### src/rtl/mem_tid_arb_pkg.sv
// mem_tid_arb_pkg: shared TID/owner types and derived sizes for the memory TID arbiter.
package mem_tid_arb_pkg;
    localparam int unsigned MemTidWidth = 2;
    localparam int unsigned NumReqCfg   = 3;
    localparam int unsigned NumTid      = 2 ** MemTidWidth;
    localparam int unsigned OwnerWidth  = $clog2(NumReqCfg);
    typedef logic [MemTidWidth-1:0] tid_t;
    typedef logic [OwnerWidth-1:0]  owner_t;
endpackage

### src/rtl/mem_tid_rr_pick.sv
// mem_tid_rr_pick: combinational round-robin picker, priority starts one past last_i.
module mem_tid_rr_pick
    import mem_tid_arb_pkg::*;
#(
    parameter int unsigned N = NumReqCfg,
    parameter int unsigned W = (N > 1) ? $clog2(N) : 1
) (
    input  logic [N-1:0] valid_i,
    input  logic [W-1:0] last_i,
    output logic [N-1:0] gnt_o,
    output logic [W-1:0] idx_o,
    output logic         any_o
);
    logic [W-1:0] c;
    always_comb begin
        gnt_o = '0;
        idx_o = '0;
        c     = '0;
        any_o = |valid_i;
        // Walk from farthest to nearest so the nearest valid requester wins.
        for (int k = N; k >= 1; k--) begin
            c = W'((int'(last_i) + k) % N);
            if (valid_i[c]) begin
                gnt_o = N'(1) << c;
                idx_o = c;
            end
        end
    end
endmodule

### src/rtl/mem_tid_arbiter.sv
// mem_tid_arbiter: round-robin share of the memory request port with TID allocation
// and out-of-order response steering back to the owning requester.
module mem_tid_arbiter
    import mem_tid_arb_pkg::*;
#(
    parameter int unsigned NumReq   = NumReqCfg,
    parameter int unsigned TidWidth = MemTidWidth,
    parameter int unsigned ReqWidth = 128,
    parameter int unsigned RspWidth = 64
) (
    input  logic                             clk_i,
    input  logic                             rst_i,
    input  logic [NumReq-1:0]                req_valid_i,
    input  logic [NumReq-1:0][ReqWidth-1:0]  req_data_i,
    output logic [NumReq-1:0]                req_ready_o,
    output logic                             mem_req_valid_o,
    input  logic                             mem_req_ready_i,
    output logic [ReqWidth-1:0]              mem_req_data_o,
    output logic [TidWidth-1:0]              mem_req_tid_o,
    input  logic                             mem_rsp_valid_i,
    input  logic [TidWidth-1:0]              mem_rsp_tid_i,
    input  logic [RspWidth-1:0]              mem_rsp_data_i,
    output logic [NumReq-1:0]                rsp_valid_o,
    output logic [RspWidth-1:0]              rsp_data_o,
    output logic [TidWidth:0]                outstanding_o,
    output logic                             idle_o,
    output logic                             tid_err_o
);
    localparam int unsigned TidCnt = 2 ** TidWidth;
    localparam int unsigned OwnW   = (NumReq > 1) ? $clog2(NumReq) : 1;

    logic [TidCnt-1:0]   busy_q, busy_d;
    logic [OwnW-1:0]     owner_q [TidCnt];
    logic [OwnW-1:0]     last_q, last_d;
    logic                out_valid_q, out_valid_d;
    logic [ReqWidth-1:0] out_data_q, out_data_d;
    logic [TidWidth-1:0] out_tid_q, out_tid_d;

    logic [NumReq-1:0]   pick_oh;
    logic [OwnW-1:0]     pick_idx;
    logic                pick_any;
    logic                grant, rsp_hit;
    logic [TidWidth-1:0] alloc_tid;
    logic [TidWidth:0]   busy_cnt;

    mem_tid_rr_pick #(.N(NumReq), .W(OwnW)) u_pick (
        .valid_i (req_valid_i),
        .last_i  (last_q),
        .gnt_o   (pick_oh),
        .idx_o   (pick_idx),
        .any_o   (pick_any)
    );

    always_comb begin
        alloc_tid = '0;
        busy_cnt  = '0;
        for (int t = TidCnt - 1; t >= 0; t--) begin
            if (!busy_q[t]) alloc_tid = TidWidth'(t);
            busy_cnt = busy_cnt + (TidWidth+1)'(busy_q[t]);
        end
        grant       = pick_any && !(&busy_q) && (!out_valid_q || mem_req_ready_i);
        rsp_hit     = mem_rsp_valid_i && busy_q[mem_rsp_tid_i];
        busy_d      = busy_q;
        // Free before alloc; alloc_tid is drawn from the pre-free bitmap so a freed ID waits a cycle.
        if (rsp_hit) busy_d[mem_rsp_tid_i] = 1'b0;
        if (grant) busy_d[alloc_tid] = 1'b1;
        last_d      = grant ? pick_idx : last_q;
        out_valid_d = grant ? 1'b1 : (mem_req_ready_i ? 1'b0 : out_valid_q);
        out_data_d  = grant ? req_data_i[pick_idx] : out_data_q;
        out_tid_d   = grant ? alloc_tid : out_tid_q;
    end

    always_ff @(posedge clk_i) begin
        if (rst_i) begin
            busy_q      <= '0;
            last_q      <= OwnW'(NumReq - 1);
            out_valid_q <= 1'b0;
            out_data_q  <= '0;
            out_tid_q   <= '0;
        end else begin
            busy_q      <= busy_d;
            last_q      <= last_d;
            out_valid_q <= out_valid_d;
            out_data_q  <= out_data_d;
            out_tid_q   <= out_tid_d;
        end
    end

    always_ff @(posedge clk_i) begin
        if (grant) owner_q[alloc_tid] <= pick_idx;
    end

    assign req_ready_o     = grant ? pick_oh : '0;
    assign mem_req_valid_o = out_valid_q;
    assign mem_req_data_o  = out_data_q;
    assign mem_req_tid_o   = out_tid_q;
    assign rsp_valid_o     = rsp_hit ? (NumReq'(1) << owner_q[mem_rsp_tid_i]) : '0;
    assign rsp_data_o      = mem_rsp_data_i;
    assign outstanding_o   = busy_cnt;
    assign idle_o          = (busy_q == '0) && !out_valid_q;
    assign tid_err_o       = mem_rsp_valid_i && !busy_q[mem_rsp_tid_i];
endmodule

### config.mk
export PLATFORM = sky130hd
export DESIGN_NAME = mem_tid_arbiter
export DESIGN_NICKNAME = d
export VERILOG_FILES = /design/src/rtl/mem_tid_arb_pkg.sv /design/src/rtl/mem_tid_rr_pick.sv /design/src/rtl/mem_tid_arbiter.sv
export SDC_FILE = /design/constraint.sdc
export NUM_CORES = 1
export LEC_CHECK = 0
export CORE_AREA = 3 3 259 261
export DETAILED_ROUTE_END_ITERATION = 6
export DIE_AREA = 0 0 262 264
export HOLD_SLACK_MARGIN = 0.06
export SKIP_CTS_REPAIR_TIMING = 1
export SLEW_MARGIN = 5
export SYNTH_ARGS = -nofsm -noshare
export SYNTH_HDL_FRONTEND = slang
export SYNTH_SLANG_ARGS = --single-unit
### constraint.sdc
create_clock -name clk_i -period 4.8 [get_ports clk_i]
set_input_delay 0.96 -clock clk_i [delete_from_list [all_inputs] [get_ports clk_i]]
set_output_delay 0.96 -clock clk_i [all_outputs]
set_load 0.005 [all_outputs]
==> impl_metrics.tcl <==
set metrics [dict create \
    status "complete, no violations" \
    post-place-ws_ns 0.722 \
    path_max_fanout 12 \
    synth-main-ff-cell "dfxtp_1" \
    clkTransAtPathRegs_ns 0.07 \
    grt_max_degree 135 \
    critical_path_class "flop to output pin" \
    crit_required_ns 3.84 \
    dpl.cell_count 2545 \
    min_period_ns 4.13 \
    yosysTopAreaCellShare_pct 24.4 \
    multi_input_area_mm2 0.00701 \
    synth_nets 1869 \
    fin_ws_ns 0.673 \
    avgSynthCellArea_um2 8.00 \
    holdPathStages 2 \
    clock-skew-final_ns 0.0117 \
    io_pins 663 \
    ys_async_sr_fraction_pct 0 \
    yosys-top-cells-area "dfxtp_1 (24%), o221a_1 (13%), a221o_1 (11%), o311ai_0 (9.9%), nor2_1 (8.7%)" \
    internal_power_mw 3.38 \
    synth_warnings 0 \
    final_nets 2175 \
    grt_pass1_wl_mm 94.2 \
    power_frac_comb_pct 46.0 \
    r2r_cells 9 \
    firstDrtPassIters 6 \
    dieHeight_um 264 \
    synth-seq-area-share_pct 26.6 \
    grt_overflow 0 \
    relSlewSlack_pct 31.2 \
    max_freq_ghz 0.242 \
    routed_wl_mm 64.3 \
    synth_edf_count 8 \
    synth_cells 1403 \
    syn_area_mm2 0.0112 \
    worst_setup_path_end_kind "output pin" \
    hold_path.class "flop to flop" \
    yosysMostFrequentCell "nor2_1" \
    htree_levels 4 \
    fin_hold_ws_ns 0.463 \
    fin_crit_sh_pct 86.0 \
    hold_violations 0 \
    yosys.area.top_type "dfxtp_1" \
    avgRoutedWirePerCell_um 24.9 \
    dieArea_mm2 0.0692 \
    drv_cap 0 \
    fin_total_pwr_mw 5.58 \
    viasPerCell 5.62 \
    syn_to_final_growth_pct 54.6 \
    tns_ns 0 \
    ys_types 47 \
    rows 93 \
    io_buffers 534 \
    drtIter0Drc 1519 \
    startpoint_type "flop" \
    reg2reg_to "mem_req_data_o[111]" \
    clk_path_buf_depth 2 \
    die_x_um 262 \
    register_area_mm2 0.00298 \
    grt_pass1_vias 14300 \
    hpwl_mm 39.9 \
    cp.arrival_ns 3.17 \
    swShare_pct 39.5 \
    drive_gt1_share_pct 4.12 \
    nFillCells 6894 \
    final_max_slew_viol_count 0 \
    setup_violations 0 \
    worstMarginPinSlew_ns 1.03 \
    synth-seq-cells 145 \
    finalWeightedCongestion 0.833 \
    grt_use_total_pct 17.6 \
    switchingPower_mw 2.21 \
    clk_latency_ns 0.48 \
    numCtsBuffers 17 \
    core_mm2 0.0647 \
    p_leak_nw 5.63 \
    synthTopCellsByCount "nor2_1 (261), clkbuf_1 (167), dfxtp_1 (137)" \
    antenna_found_initial 6 \
    ir_worst_vdd_v 0.000228 \
    rsz0062_at_grt "false" \
    start_util_pct 17.3 \
    clock-sinks 145 \
    cts_tree "yes" \
    worstHoldEndpoint "mem_req_tid_o[0]" \
    pwr-share-seq_pct 27.2 \
    power_density_mw_per_mm2 322 \
    hold_start "mem_req_tid_o[0]" \
    p_clk_share_pct 26.9 \
    drc 0 \
    ant_nets 0 \
    dr_total_vias 14500 \
    cts-root-buf "clkbuf_16" \
    reg2reg_from "last_q[1]" \
    fin_cells 2582 \
    r2r_setup_slack_ns 1.51 \
]
## layout make-up
cell class | instances | area share [%]
clock buffer | 17 | 2.45
inverter | 12 | 0.274
timing repair buffer | 553 | 32.4
sequential | 145 | 17.2
tap | 855 | 6.16
clock inverter | 15 | 1.06
multi-input combinational | 980 | 40.4
antenna | 5 | 0.0721
## power by group through the flow
stage / clock [mW] / sequential, mW / combinational [mW]
2_1_floorplan: 0 / 1.53 / 1.27
3_3_place_gp: 0 / 1.54 / 2.48
3_5_place_dp: 0 / 1.54 / 2.51
4_1_cts: 1.56 / 1.52 / 2.53
5_1_grt: 1.59 / 1.54 / 2.70
6_report: 1.50 / 1.52 / 2.57
## stage by stage
step           instance area (um2)  utilization [%]
4_1_cts                      17300             26.8
3_5_place_dp                 16700             25.9
6_report                     17400             26.8
2_1_floorplan                11200                -
3_3_place_gp                 16700             25.9
5_1_grt                      17300             26.8
## kinds of logic (layout without fill, tap and decap cells)
kind of cell | count (synthesis) | after routing | share of synthesized area [%]
other | 0 | 5 | 0
multiplexers | 10 | 10 | 1.26
buffers and inverters | 278 | 597 | 11.9
flip-flops | 145 | 145 | 26.6
adder cells (fa/ha/maj) | 9 | 9 | 1.07
AO/OA/AOI/OAI | 538 | 538 | 41.6
AND/OR/NAND/NOR | 423 | 423 | 17.6
## layout by cell type, fill, tap and decap left out, types with 5 or more instances in the layout
cell type / instances
a21oi_1: 131
a221o_1: 127
a31oi_1: 5
buf_12: 11
buf_4: 9
clkbuf_16: 17
clkdlybuf4s50_1: 533
dfxtp_1: 137
diode_2: 5
edfxtp_1: 8
ha_1: 7
inv_1: 11
nand2_1: 7
nand3_1: 5
nand4_1: 128
nor2_1: 260
nor2b_1: 5
nor3_1: 5
o221a_1: 127
o311ai_0: 127
## layer usage
layer / vias up / share of wire [%] / global-route usage, %
met5: - / 0.042 / 0
met3: 169 / 11 / 5.43
met1: 7105 / 38 / 21.1
li1: 6239 / - / -
met2: 998 / 47 / 28.3
met4: 4 / 4.5 / 8.63
## registers in the layout (all words and copies together) (netlist names)
| name | count |
|---|---|
| busy_q | 4 |
| last_q | 2 |
| mem_req_data_o | 128 |
| mem_req_tid_o | 2 |
| mem_req_valid_o | 1 |
| owner_q | 8 |
## critical path, cell delays in order (launching register included)
cell             delay [ns]
dfxtp_1                0.40
inv_1                  0.10
ha_1                   0.67
nand3_1                0.38
o21ai_4                0.18
a311oi_1               0.07
a211oi_1               0.29
clkdlybuf4s50_1        0.59
## worst max path at each step
| stage | start | to | slack (ns) | depth (start not counted) |
|---|---|---|---|---|
| final | last_q[0] | req_ready_o[0] | 0.67 | 7 |
| after CTS | last_q[0] | req_ready_o[0] | 0.65 | 7 |
| after global placement | req_valid_i[2] | req_ready_o[0] | 0.77 | 7 |
| after detailed placement | req_valid_i[1] | req_ready_o[1] | 0.72 | 6 |
| after floorplan | req_valid_i[1] | req_ready_o[2] | 1.61 | 6 |
| after global routing | last_q[0] | req_ready_o[0] | 0.50 | 7 |
Power figures use the tool's default switching activity.
